--- config.mk ---
export PLATFORM = sky130hd
export DESIGN_NAME = btn_debounce_array
export DESIGN_NICKNAME = d
export VERILOG_FILES = /design/src/rtl/btn_pkg.sv /design/src/rtl/btn_debounce_ch.sv /design/src/rtl/btn_debounce_array.sv
export SDC_FILE = /design/constraint.sdc
export NUM_CORES = 1
export LEC_CHECK = 0
export ABC_AREA = 1
export ABC_CLOCK_PERIOD_IN_PS = 1200
export CAP_MARGIN = 20
export CORE_ASPECT_RATIO = 0.9
export CORE_MARGIN = 2
export CORE_UTILIZATION = 40
export DETAILED_ROUTE_END_ITERATION = 16
export PLACE_DENSITY = 0.74
export SETUP_SLACK_MARGIN = 0.3
export SLEW_MARGIN = 20
export SYNTH_ARGS = -nofsm -noshare
export SYNTH_HDL_FRONTEND = slang
export SYNTH_HIERARCHICAL = 1
export SYNTH_SLANG_ARGS = --single-unit
--- constraint.sdc ---
create_clock -name clk -period 1.2 [get_ports clk]
set_clock_uncertainty 0.15 [all_clocks]
set_input_delay 0.18 -clock clk [delete_from_list [all_inputs] [get_ports clk]]
set_output_delay 0.18 -clock clk [all_outputs]
set_load 0.01 [all_outputs]
--- src/rtl/btn_pkg.sv ---
// rtl/btn_pkg.sv - shared width helper and 50 MHz timing defaults for the button front end
package btn_pkg;

  localparam int DEF_DEBOUNCE_CYCLES = 16;
  localparam int DEF_HOLD_CYCLES     = 50_000_000;
  localparam int DEF_REPEAT_CYCLES   = 10_000_000;

  function automatic int idx_w(input int n);
    return (n > 1) ? $clog2(n) : 1;
  endfunction

endpackage

--- src/rtl/btn_debounce_ch.sv ---
// rtl/btn_debounce_ch.sv - one button channel: synchroniser, debounce, press/release pulses
// Optional hold-to-repeat when BTN_AUTO_REPEAT_EN is defined.
module btn_debounce_ch
  import btn_pkg::*;
#(
  parameter int DEBOUNCE_CYCLES = DEF_DEBOUNCE_CYCLES,
  parameter bit ACTIVE_LOW      = 1'b0,
  parameter int HOLD_CYCLES     = DEF_HOLD_CYCLES,
  parameter int REPEAT_CYCLES   = DEF_REPEAT_CYCLES
) (
  input  logic clk,
  input  logic rst,
  input  logic raw,
  output logic level,
  output logic press_pulse,
  output logic release_pulse
);

  localparam int              CNT_W    = idx_w(DEBOUNCE_CYCLES);
  localparam logic [CNT_W-1:0] CNT_LAST = CNT_W'(DEBOUNCE_CYCLES - 1);

  if (DEBOUNCE_CYCLES < 2 || REPEAT_CYCLES < 1 || REPEAT_CYCLES > HOLD_CYCLES) begin : g_bad_params
    $error("btn_debounce_ch: illegal timing parameters");
  end

  logic             s1;
  logic             s2;
  logic [CNT_W-1:0] cnt;
  logic             flip;
  logic             rpt_hit;

  assign flip = (s2 != level) && (cnt == CNT_LAST);

  always_ff @(posedge clk) begin
    if (rst) begin
      s1    <= 1'b0;
      s2    <= 1'b0;
      cnt   <= '0;
      level <= 1'b0;
    end else begin
      s1 <= raw ^ ACTIVE_LOW;
      s2 <= s1;
      if (s2 == level) begin
        cnt <= '0;
      end else if (cnt == CNT_LAST) begin
        level <= s2;
        cnt   <= '0;
      end else begin
        cnt <= cnt + 1'b1;
      end
    end
  end

`ifdef BTN_AUTO_REPEAT_EN
  localparam int               HOLD_W      = idx_w(HOLD_CYCLES);
  localparam logic [HOLD_W-1:0] HOLD_LAST   = HOLD_W'(HOLD_CYCLES - 1);
  localparam logic [HOLD_W-1:0] HOLD_RELOAD = HOLD_W'(HOLD_CYCLES - REPEAT_CYCLES);

  logic [HOLD_W-1:0] hold_cnt;

  // A release edge wins over a coincident repeat.
  assign rpt_hit = level && !flip && (hold_cnt == HOLD_LAST);

  always_ff @(posedge clk) begin
    if (rst || flip || !level) begin
      hold_cnt <= '0;
    end else if (rpt_hit) begin
      hold_cnt <= HOLD_RELOAD;
    end else begin
      hold_cnt <= hold_cnt + 1'b1;
    end
  end
`else
  assign rpt_hit = 1'b0;
`endif

  always_ff @(posedge clk) begin
    if (rst) begin
      press_pulse   <= 1'b0;
      release_pulse <= 1'b0;
    end else begin
      press_pulse   <= (flip && s2) || rpt_hit;
      release_pulse <= flip && !s2;
    end
  end

endmodule

--- src/rtl/btn_debounce_array.sv ---
// rtl/btn_debounce_array.sv - N_CH debounced buttons with press/release pulses and lowest-index encoder
// Optional auto-repeat build: BTN_AUTO_REPEAT_EN.
module btn_debounce_array
  import btn_pkg::*;
#(
  parameter int N_CH            = 4,
  parameter int DEBOUNCE_CYCLES = DEF_DEBOUNCE_CYCLES,
  parameter bit ACTIVE_LOW      = 1'b0,
  parameter int HOLD_CYCLES     = DEF_HOLD_CYCLES,
  parameter int REPEAT_CYCLES   = DEF_REPEAT_CYCLES
) (
  input  logic                     clk,
  input  logic                     rst,
  input  logic [N_CH-1:0]          btn_in,
  output logic [N_CH-1:0]          btn_level,
  output logic [N_CH-1:0]          btn_press,
  output logic [N_CH-1:0]          btn_release,
  output logic                     any_press,
  output logic [idx_w(N_CH)-1:0]   press_idx
);

  localparam int IDX_W = idx_w(N_CH);

  for (genvar i = 0; i < N_CH; i++) begin : g_ch
    btn_debounce_ch #(
      .DEBOUNCE_CYCLES (DEBOUNCE_CYCLES),
      .ACTIVE_LOW      (ACTIVE_LOW),
      .HOLD_CYCLES     (HOLD_CYCLES),
      .REPEAT_CYCLES   (REPEAT_CYCLES)
    ) u_ch (
      .clk           (clk),
      .rst           (rst),
      .raw           (btn_in[i]),
      .level         (btn_level[i]),
      .press_pulse   (btn_press[i]),
      .release_pulse (btn_release[i])
    );
  end

  assign any_press = |btn_press;

  // Scan downward so the lowest set index is the last assignment.
  always_comb begin
    press_idx = '0;
    for (int i = N_CH - 1; i >= 0; i--) begin
      if (btn_press[i]) press_idx = IDX_W'(i);
    end
  end

endmodule

==> impl_metrics.py, run 1 <==
metrics = {
    "detailed_routing": {
        "num_vias": 1233,
        "vias_per_cell": 4.45,
        "ant_nets": 0,
        "drt_wl_total_um": 3060,
        "drcViolationCount": 0,
        "wl_per_cell_um": 11.0,
        "drtPass1Iterations": 4,
        "drtIter0Drc": 18,
    },
    "worst_setup_path": {
        "end_kind": "output port",
        "max_stage_delay_ns": 0.33,
        "worst-path-max-fanout": 3,
        "crit_chain": "inv_2 -> nand2_2 -> a21oi_2 -> buf_2",
        "r2r_cells": 6,
        "start_kind": "flip-flop",
        "crit_slowest_cell": "dfxtp_2",
        "worst-path-buf-inv": 2,
        "cp_num_cells": 4,
        "required_ns": 0.87,
        "critPathTopFamily": "flip-flops",
        "path_class": "reg -> out",
        "critPathArrivalTime_ns": 0.96,
    },
    "yosys": {
        "synth_top_area_cell": "dfxtp_1",
        "syn_inst": 181,
        "syn-num-nets": 191,
        "syn_area_per_cell_um2": 8.14,
        "synth-seq-cells": 36,
        "netlist_top_cells_area": "dfxtp_1, nand3_2, inv_1",
        "ys_types": 14,
        "seq_area_frac_synth_pct": 48.9,
        "synth_area_um2": 1470,
        "yosysWarnings": 6,
        "yosysTopAreaCellShare_pct": 48.9,
    },
    "clock_tree": {
        "cts_buffers": 5,
        "clk_path_buf_depth": 2,
        "clock_sink_count": 36,
        "cts.clk_slew.worst_paths_ns": 0.07,
        "postCtsHoldBufs": 0,
        "htree_levels": 2,
        "tritoncts": "built",
        "clk_latency_ns": 0.28,
        "root_buffer": "clkbuf_8",
    },
    "global_routing": {
        "antenna_found_initial": 0,
        "grt_pass1_wl_um": 4810,
        "grt_max_degree": 11,
        "first_global_vias": 1129,
        "grt_use_total_pct": 16.5,
        "overflow": 0,
    },
    "sta": {
        "slew_headroom_pct": 85.8,
        "tns_ns": -0.246,
        "finalSetupViolCount": 3,
        "fmax_ghz": 0.778,
        "timing.final.crit_share_pct": 107,
        "worst_slack_ns": -0.0859,
        "hold_viol_final": 0,
        "layout_min_cycle_time_ns": 1.29,
        "holdWs_ns": 0.220,
        "tightestPinTransition_ns": 0.213,
        "final-max-slew-violation-count": 0,
        "rsz0062_at_grt": "true",
    },
    "floorplanning": {
        "ioPinCount": 21,
        "die_w_um": 68.0,
        "coreArea_um2": 3450,
        "fp.dieH_um": 61.6,
        "fp.dieArea_um2": 4180,
        "start_util_pct": 42.6,
        "rows": 20,
    },
    "cells_and_area": {
        "final_core_util_pct": 67.5,
        "area_delta_synth_final_pct": 58.3,
        "drive_above_1_share_pct": 59.2,
        "antenna_cells": 0,
        "final_nets": 243,
    },
    "placed_design": {
        "io_buffer_count": 20,
        "gp_congestion": 0.690,
        "post-place-ws_ns": -0.193,
        "dp_hpwl_um": 1760,
    },
    "pwr": {
        "p_per_area_nw_per_um2": 970,
        "irDropWorstVdd_mv": 0.729,
        "leakagePower_uw": 0.000985,
    },
    "outcome": {
        "status": "finished, violations left",
        "violations": "negative setup slack",
    },
    "worst_hold_path": {
        "hold_class": "in -> reg",
        "hold-path-cell-count": 4,
    },
    "job": {
        "drv_cap": 0,
    },
}
==> flip-flops by register name, indices dropped and copies added (netlist names) <==
name / cells
g_ch.u_ch/s1: 4
g_ch.u_ch/press_pulse: 4
g_ch.u_ch/release_pulse: 4
g_ch.u_ch/s2: 4
g_ch.u_ch/cnt: 16
g_ch.u_ch/level: 4
==> repair_timing <==
action	4_1_cts	5_1_grt
hold endpoints to repair	0	0
gates resized for setup	106	35
pin swaps	14	12
setup buffers	12	3
cloned	1	0
endpoints found under the setup margin	48	43
==> power breakdown <==
| group | leakage [uW] | internal, uW | switching (uW) |
|---|---|---|---|
| Clock | 0.0000503 | 511 | 400 |
| Sequential | 0.000302 | 1210 | 12.4 |
| Combinational | 0.000633 | 64.7 | 66.7 |
==> final timing paths <==
path                                 to  slack [ns]                startpoint
min          g_ch[3].u_ch/release_pulse        0.22                       rst
max reg2reg          g_ch[0].u_ch/level        0.11       g_ch[0].u_ch/cnt[0]
max                        press_idx[0]       -0.09  g_ch[2].u_ch/press_pulse
min reg2reg             g_ch[3].u_ch/s2        0.25           g_ch[3].u_ch/s1
==> cell usage after synthesis <==
library cell,count
nor2_1,32
nand3_1,4
inv_2,2
nand4_1,5
a21oi_2,2
nand3_2,16
ha_1,4
dfxtp_1,36
xnor2_1,4
nand2_2,4
nor2_2,4
clkinv_2,4
inv_1,34
nand2_1,30
==> routing by layer <==
| metal | up-vias | global-route usage (%) | routed length (um) |
|---|---|---|---|
| met3 | 6 | 4.39 | 86 |
| met4 | 0 | 10.3 | 68 |
| li1 | 655 | - | - |
| met2 | 20 | 27.9 | 1620 |
| met1 | 552 | 18.6 | 1280 |
| met5 | - | 0 | 0 |
==> worst reg2reg max path, cell delays in order (launching register included) <==
cell and delay [ns]:
dfxtp_4 0.36, ha_4 0.15, nand3_4 0.10, clkinv_4 0.09
nand2_2 0.05, nand2_1 0.05, nand2_1 0.05
==> layout make-up <==
type | instances | area, um^2
inverters | 40 | 180
repair buffers | 45 | 420
well taps | 44 | 55.1
clock buffers | 7 | 96.3
fillers | 289 | 1120
flip-flops and latches | 36 | 752
multi-input cells | 105 | 827
==> cell usage in the layout, fill, tap and decap left out <==
cell type,netlist,final
a21oi_2,2,2
buf_12,0,1
buf_2,0,7
buf_4,0,18
buf_6,0,14
bufbuf_16,0,1
clkbuf_8,0,7
clkdlybuf4s50_1,0,4
clkinv_4,0,4
dfxtp_1,36,17
dfxtp_2,0,16
dfxtp_4,0,3
ha_4,0,4
inv_1,34,22
inv_2,2,10
inv_4,0,4
nand2_1,30,16
nand2_2,4,10
nand2_4,0,8
nand3_1,4,4
nand3_2,16,5
nand3_4,0,11
nand4_1,5,5
nor2_1,32,23
nor2_2,4,13
xnor2_1,4,4
==> kinds of logic (layout without fill, tap and decap cells) <==
| kind of cell | after synthesis | after routing | synth area share (%) |
|---|---|---|---|
| flip-flops | 36 | 36 | 48.9 |
| AO/OA/AOI/OAI | 2 | 2 | 1.19 |
| buffers and inverters | 40 | 92 | 10.5 |
| XOR/XNOR | 4 | 4 | 2.38 |
| AND/OR/NAND/NOR | 95 | 95 | 33.6 |
| adder cells (fa/ha/maj) | 4 | 4 | 3.40 |
==> stage by stage <==
| step | instance area (um^2) | instances | power (uW) |
|---|---|---|---|
| 2_1_floorplan | 1580 | 181 | 1290 |
| 3_3_place_gp | 1920 | 254 | 1330 |
| 3_5_place_dp | 1920 | 254 | 1340 |
| 4_1_cts | 2230 | 274 | 2270 |
| 5_1_grt | 2330 | 277 | 2360 |
| 6_report | 2330 | 277 | 2260 |
Note: power is estimated with default switching activity, not from simulation.
==> inputs of run 2 (changes only) <==
SLEW_MARGIN = not set   (was 20)
==> results of run 2 <==
Same layout as run 1: the final DEF is identical, and so are final timing and power.
